`src/rtl/mux_oehb_pkg.sv`:
```
// -----------------------------------------------------------------------------
// mux_oehb_pkg
//   Shared types and helpers for the mux_oehb select/join stage.
//   - join_e        : per-cycle classification of the index/data join.
//   - sel_width_ok  : checks that a SELECT_TYPE-wide index can address SIZE
//                     channels (2^SELECT_TYPE >= SIZE).
//   - chan_lsb      : LSB position of channel i in a flattened data bus.
// -----------------------------------------------------------------------------
package mux_oehb_pkg;

   // What the join does this cycle:
   //   JOIN_IDLE : no index token offered
   //   JOIN_WAIT : index offered, but data or output slot not available,
   //               or the index is out of range and must stall
   //   JOIN_FIRE : index and selected data both consumed into the buffer
   //   JOIN_DROP : out-of-range index consumed without producing data
   typedef enum logic [1:0] {
      JOIN_IDLE = 2'd0,
      JOIN_WAIT = 2'd1,
      JOIN_FIRE = 2'd2,
      JOIN_DROP = 2'd3
   } join_e;

   function automatic bit sel_width_ok(input int unsigned size,
                                       input int unsigned sel_w);
      if (sel_w >= 32) return 1'b1;
      return (64'd1 << sel_w) >= 64'(size);
   endfunction

   function automatic int unsigned chan_lsb(input int unsigned chan,
                                            input int unsigned width);
      return chan * width;
   endfunction

endpackage

```
`src/rtl/mux_oehb_oehb.sv`:
```
// -----------------------------------------------------------------------------
// oehb
//   Generic one-slot registered output buffer (opaque elastic half buffer).
//   Accepts a token whenever the slot is empty or being drained in the same
//   cycle, so a continuously ready consumer sees full throughput.
//
//   Ports:
//     clk        in   clock, rising edge
//     rst        in   synchronous active-high reset (slot emptied, data 0)
//     ins        in   DATA_TYPE  incoming data
//     ins_valid  in   incoming valid
//     ins_ready  out  slot can accept (forced 0 during reset)
//     outs       out  DATA_TYPE  registered data
//     outs_valid out  registered valid
//     outs_ready in   downstream ready
// -----------------------------------------------------------------------------
module oehb #(
   parameter int unsigned DATA_TYPE = 32
) (
   input  logic                 clk,
   input  logic                 rst,
   input  logic [DATA_TYPE-1:0] ins,
   input  logic                 ins_valid,
   output logic                 ins_ready,
   output logic [DATA_TYPE-1:0] outs,
   output logic                 outs_valid,
   input  logic                 outs_ready
);

   logic                 r_valid;
   logic [DATA_TYPE-1:0] r_data;
   logic                 w_load;

   // Ready depends only on the registered valid and downstream ready, never
   // on ins_valid, so upstream join logic can use it without a loop.
   assign ins_ready = !rst && (!r_valid || outs_ready);
   assign w_load    = ins_valid && ins_ready;

   always_ff @(posedge clk) begin
      if (rst) begin
         r_valid <= 1'b0;
         r_data  <= '0;
      end else if (w_load) begin
         r_valid <= 1'b1;
         r_data  <= ins;
      end else if (outs_ready) begin
         r_valid <= 1'b0;
      end
   end

   assign outs       = r_data;
   assign outs_valid = r_valid;

endmodule

```
`src/rtl/mux_oehb.sv`:
```
// -----------------------------------------------------------------------------
// mux_oehb
//   Data multiplexer steered by an index token (from an upstream control
//   merge). One index token is joined with one token from the selected data
//   channel and forwarded through a one-slot registered buffer, which cuts the
//   combinational valid/data path to downstream logic at full throughput.
//
//   Ports:
//     clk          in   clock, rising edge
//     rst          in   synchronous active-high reset
//     ins          in   SIZE*DATA_TYPE flattened data, channel i at
//                       [i*DATA_TYPE +: DATA_TYPE]
//     ins_valid    in   SIZE per-channel valid
//     ins_ready    out  SIZE per-channel ready (only the selected one fires)
//     index        in   SELECT_TYPE select token
//     index_valid  in   select valid
//     index_ready  out  select ready
//     outs         out  DATA_TYPE registered data
//     outs_valid   out  registered valid
//     outs_ready   in   downstream ready
//     index_error  out  (MUX_OOR_CHECK_EN only) sticky flag, set when an
//                       out-of-range index is consumed, cleared by rst
//
//   Build option:
//     MUX_OOR_CHECK_EN  when defined, an out-of-range index is consumed and
//                       flagged instead of stalling forever.
// -----------------------------------------------------------------------------
module mux_oehb
   import mux_oehb_pkg::*;
#(
   parameter int unsigned SIZE        = 2,
   parameter int unsigned DATA_TYPE   = 32,
   parameter int unsigned SELECT_TYPE = 1
) (
   input  logic                      clk,
   input  logic                      rst,
   input  logic [SIZE*DATA_TYPE-1:0] ins,
   input  logic [SIZE-1:0]           ins_valid,
   output logic [SIZE-1:0]           ins_ready,
   input  logic [SELECT_TYPE-1:0]    index,
   input  logic                      index_valid,
   output logic                      index_ready,
   output logic [DATA_TYPE-1:0]      outs,
   output logic                      outs_valid,
`ifdef MUX_OOR_CHECK_EN
   output logic                      index_error,
`endif
   input  logic                      outs_ready
);

   generate
      if (SIZE < 2 || !sel_width_ok(SIZE, SELECT_TYPE)) begin : g_bad_cfg
         $error("mux_oehb: SIZE must be >= 2 and 2**SELECT_TYPE >= SIZE");
      end
   endgenerate

   logic [31:0]          w_idx32;
   logic                 w_in_range;
   logic [DATA_TYPE-1:0] w_sel_data;
   logic                 w_sel_valid;
   logic                 w_slot_ready;
   join_e                w_join;

   assign w_idx32    = 32'(index);
   assign w_in_range = (w_idx32 < SIZE);

   // Channel select by comparison rather than a variable part-select, so an
   // out-of-range index simply selects nothing instead of slicing past ins.
   always_comb begin
      w_sel_data  = '0;
      w_sel_valid = 1'b0;
      for (int unsigned i = 0; i < SIZE; i++) begin
         if (w_idx32 == 32'(i)) begin
            w_sel_data  = ins[chan_lsb(i, DATA_TYPE) +: DATA_TYPE];
            w_sel_valid = ins_valid[i];
         end
      end
   end

   always_comb begin
      w_join = JOIN_IDLE;
      if (!rst && index_valid) begin
         if (!w_in_range) begin
`ifdef MUX_OOR_CHECK_EN
            w_join = JOIN_DROP;
`else
            w_join = JOIN_WAIT;
`endif
         end else if (w_sel_valid && w_slot_ready) begin
            w_join = JOIN_FIRE;
         end else begin
            w_join = JOIN_WAIT;
         end
      end
   end

   assign index_ready = (w_join == JOIN_FIRE) || (w_join == JOIN_DROP);

   always_comb begin
      ins_ready = '0;
      for (int unsigned i = 0; i < SIZE; i++) begin
         ins_ready[i] = (w_join == JOIN_FIRE) && (w_idx32 == 32'(i));
      end
   end

   oehb #(
      .DATA_TYPE (DATA_TYPE)
   ) u_oehb (
      .clk        (clk),
      .rst        (rst),
      .ins        (w_sel_data),
      .ins_valid  (w_join == JOIN_FIRE),
      .ins_ready  (w_slot_ready),
      .outs       (outs),
      .outs_valid (outs_valid),
      .outs_ready (outs_ready)
   );

`ifdef MUX_OOR_CHECK_EN
   logic r_index_error;

   always_ff @(posedge clk) begin
      if (rst) begin
         r_index_error <= 1'b0;
      end else if (w_join == JOIN_DROP) begin
         r_index_error <= 1'b1;
      end
   end

   assign index_error = r_index_error;
`endif

endmodule

```
`config.mk`:
```
export PLATFORM = sky130hd
export DESIGN_NAME = mux_oehb
export DESIGN_NICKNAME = d
export VERILOG_FILES = /design/src/rtl/mux_oehb_pkg.sv /design/src/rtl/mux_oehb_oehb.sv /design/src/rtl/mux_oehb.sv
export SDC_FILE = /design/constraint.sdc
export NUM_CORES = 1
export LEC_CHECK = 0
export ABC_AREA = 1
export CORE_MARGIN = 4
export CORE_UTILIZATION = 40
export DETAILED_ROUTE_END_ITERATION = 12
export DONT_BUFFER_PORTS = 1
export PLACE_DENSITY = 0.55
export SYNTH_ARGS = -nofsm -noshare
export SYNTH_HDL_FRONTEND = slang
export SYNTH_HIERARCHICAL = 1
export SYNTH_SLANG_ARGS = --single-unit
```
`constraint.sdc`:
```
create_clock -name clk -period 3.1 [get_ports clk]
set_clock_uncertainty 0.2 [all_clocks]
set_input_delay 0.465 -clock clk [delete_from_list [all_inputs] [get_ports clk]]
set_output_delay 0.465 -clock clk [all_outputs]
set_load 0.005 [all_outputs]
```
==> summary.md <==
| Metric | Value |
|---|---|
| Status | `finished clean` |
| Core ar. | `approximately 0.0048 mm2` |
| Buffer count from post-CTS setup fixing | `0` |
| Tcrit/Tclk final | `between 60 and 70%` |
| Top cell by count, worst path | `nand2_1` |
| Antenna cell count | `0` |
| Initial antenna violation count | `0` |
| Worst hold path class | `primary input to register` |
| Worst-Margin Slew | `0.667 ns` |
| Largest net degree at the start of global routing | `38` |
| Setup Total Neg Slack | `0 ns` |
| Slew margin rel. | `approximately 55%` |
| Worst skew pair latency | `approximately 0.27 ns` |
| Filler instances | `~550` |
| Area Growth Syn to Fin | `-0.187%` |
| Avg Inst Size Synth | `just over 6 um2` |
| Crit-path cells | `a21oi_1 -> nand2_1 -> nor2_1 -> nand2_1 -> inv_1 -> nand3_4 -> nand2_1 -> nand2_1` |
| Port bufs | `0` |
| Cell variety after synth | `15` |
| CTS tree | `yes` |
| DRC viols | `0` |
| Register bit total from synthesis | `33` |
| Max Cap Viol | `0` |
| Syn Nets | `between 400 and 500` |
| Die width | `78.9 um` |
| Die height | `78.9 um` |
| Final #Nets | `between 300 and 400` |
| FMAX | `478 MHz` |
| Hold-fix buffers, CTS | `0` |
| Vias post-DR | `1,857` |
| Crit path max fanout | `32` |
| Drt first pass iters | `4` |
| GPL Wtd Cong | `0.683` |
| H-tree depth | `2` |
| Commonest non-fill, non-tap cell in the layout | `nand2_1` |
| Cell Rows | `25` |
| DR WL/cell | `~13 um` |
| Pwr dens | `around 420 mW/mm2` |
| Leakage dissipation | `between 1 and 1.5 nW` |
| DPL Wire Length | `about 3400 um` |
| Crit path largest cell delay | `0.42 ns` |
| CP max stage cell | `nand3_4` |
| Ports | `around 110` |
| Footprint of the multi-input gates | `roughly 0.0010 mm2` |
| First-pass GRT wire length | `8160 um` |
| Initial DRC count | `between 50 and 60` |
| Clock-pin slew on the worst setup and hold paths | `0.06 ns` |
| Worst setup EP type | `register` |
| Clk root buf | `clkbuf_8` |
| Cells after Synth | `331` |
| Vias in the first global route | `around 1,700` |
| RSZ-0062 raised after global routing | `false` |
| Num Clock Sinks | `33` |
| DR vias/cell | `slightly below 5` |
| FF+latch area | `between 600 and 700 um2` |
| Layout cell share with drive strength beyond 1 | `between 6 and 7%` |
| TritonCTS buffer count | `5` |
| Sequential element share of the synthesized area | `32.9%` |
| Setup CP Type | `register to register` |
| Data required time of the worst path | `between 3 and 4 ns` |
| Fin. Hold Viols | `0` |
| GRT Total Usage | `between 15 and 20%` |
| Final min period | `about 2.1 ns` |
| Fin cells | `between 300 and 400` |
| Ys Warns | `6` |
| Wirelength, routed | `~5100 um` |
| Total power | `roughly 840 uW` |
| Antenna viol nets, final | `0` |
| Final setup vio count | `0` |
| Final Max Slew Viols | `0` |
| Most frequent cells in the layout | `nand2_1 (155), nor2_1 (35), inv_1 (35)` |
| Max VDD drop | `0.000162 V` |
| Initial Util | `a little over two fifths` |
| GR Overflow Total | `0` |
| Critical path launch point type | `register` |
| CP Data Arrival Time | `slightly above 2 ns` |
| Placed cells | `about 380` |
| Max Buffers Root-to-Sink | `2` |
| Die area | `0.00622 mm2` |
| Netlist Area Pre-Place | `~0.002 mm2` |
| # resized after CTS | `0` |
per-layer routing:
metal  wire length, um  vias up  GRT usage, %
met4                28        0          4.64
li1                  -      972             -
met5                 0        -             0
met3               523        2          5.90
met2              2250       78          27.0
met1              2250      805          20.5
per-stage QoR:
| stage | util, % | cell area, um2 | worst slack [ns] | hold WS (ns) |
|---|---|---|---|---|
| floorplan | - | 2010 | 1.16 | 0.306 |
| global placement | 40.1 | 1920 | 0.851 | 0.330 |
| detailed placement | 40.1 | 1920 | 0.859 | 0.333 |
| CTS | 41.9 | 2000 | 0.992 | 0.0449 |
| global route | 41.9 | 2000 | 0.771 | 0.0511 |
| finish | 41.9 | 2000 | 1.01 | 0.0600 |
sequential cells by signal (all words and copies together) (netlist names):
signal / flops
u_oehb/outs_valid: 1
u_oehb/outs: 32
final cells by class:
type,count,share of cell area (%)
multi-input combinational,237,50.7
clock buffer,7,4.31
timing repair buffer,1,0.375
sequential,33,33.0
tap,67,4.18
inverter,37,7.43
worst paths after layout:
| check | start | cells past startpoint | slack [ns] | end |
|---|---|---|---|---|
| worst min-delay path | rst | 1 | 0.06 | u_oehb/outs_valid$_SDFFE_PP0P_ |
| worst min register to register | u_oehb/outs[2]$_SDFFE_PP0P_ | 4 | 0.34 | u_oehb/outs[2]$_SDFFE_PP0P_ |
| worst max register to register | u_oehb/outs_valid$_SDFFE_PP0P_ | 8 | 1.01 | u_oehb/outs[15]$_SDFFE_PP0P_ |
| worst max-delay path | u_oehb/outs_valid$_SDFFE_PP0P_ | 8 | 1.01 | u_oehb/outs[15]$_SDFFE_PP0P_ |
kinds of logic (layout without fill, tap and decap cells):
group           after synthesis  count (layout)  synth area share (%)
simple gates                235             235                  50.2
buf+inv                      61              45                  16.4
flops                        33              33                  32.9
compound gates                2               2                 0.498
critical path: cells and delay by family (launching register included):
family / cells / cell delay, ns
simple gates: 6 / 0.86
buf+inv: 1 / 0.38
flops: 1 / 0.34
compound gates: 1 / 0.20
cell usage after synthesis:
library cell	number	area [um2]
nand2_1	155	582
inv_1	35	131
nor2_1	35	131
dfxtp_1	33	661
nand4_1	32	200
buf_2	13	65.1
nand2_2	11	68.8
buf_6	7	78.8
buf_4	3	22.5
a21oi_1	2	10.0
buf_8	1	15.0
inv_4	1	6.26
inv_8	1	11.3
nand3_4	1	17.5
nand3b_1	1	7.51
report_power, final:
part / internal (mW) / switching [mW]
combinational: 0.0268 / 0.0513
sequential: 0.433 / 0.00727
clock: 0.176 / 0.143
total: 0.636 / 0.202
Note: power is estimated with default switching activity, not from simulation.
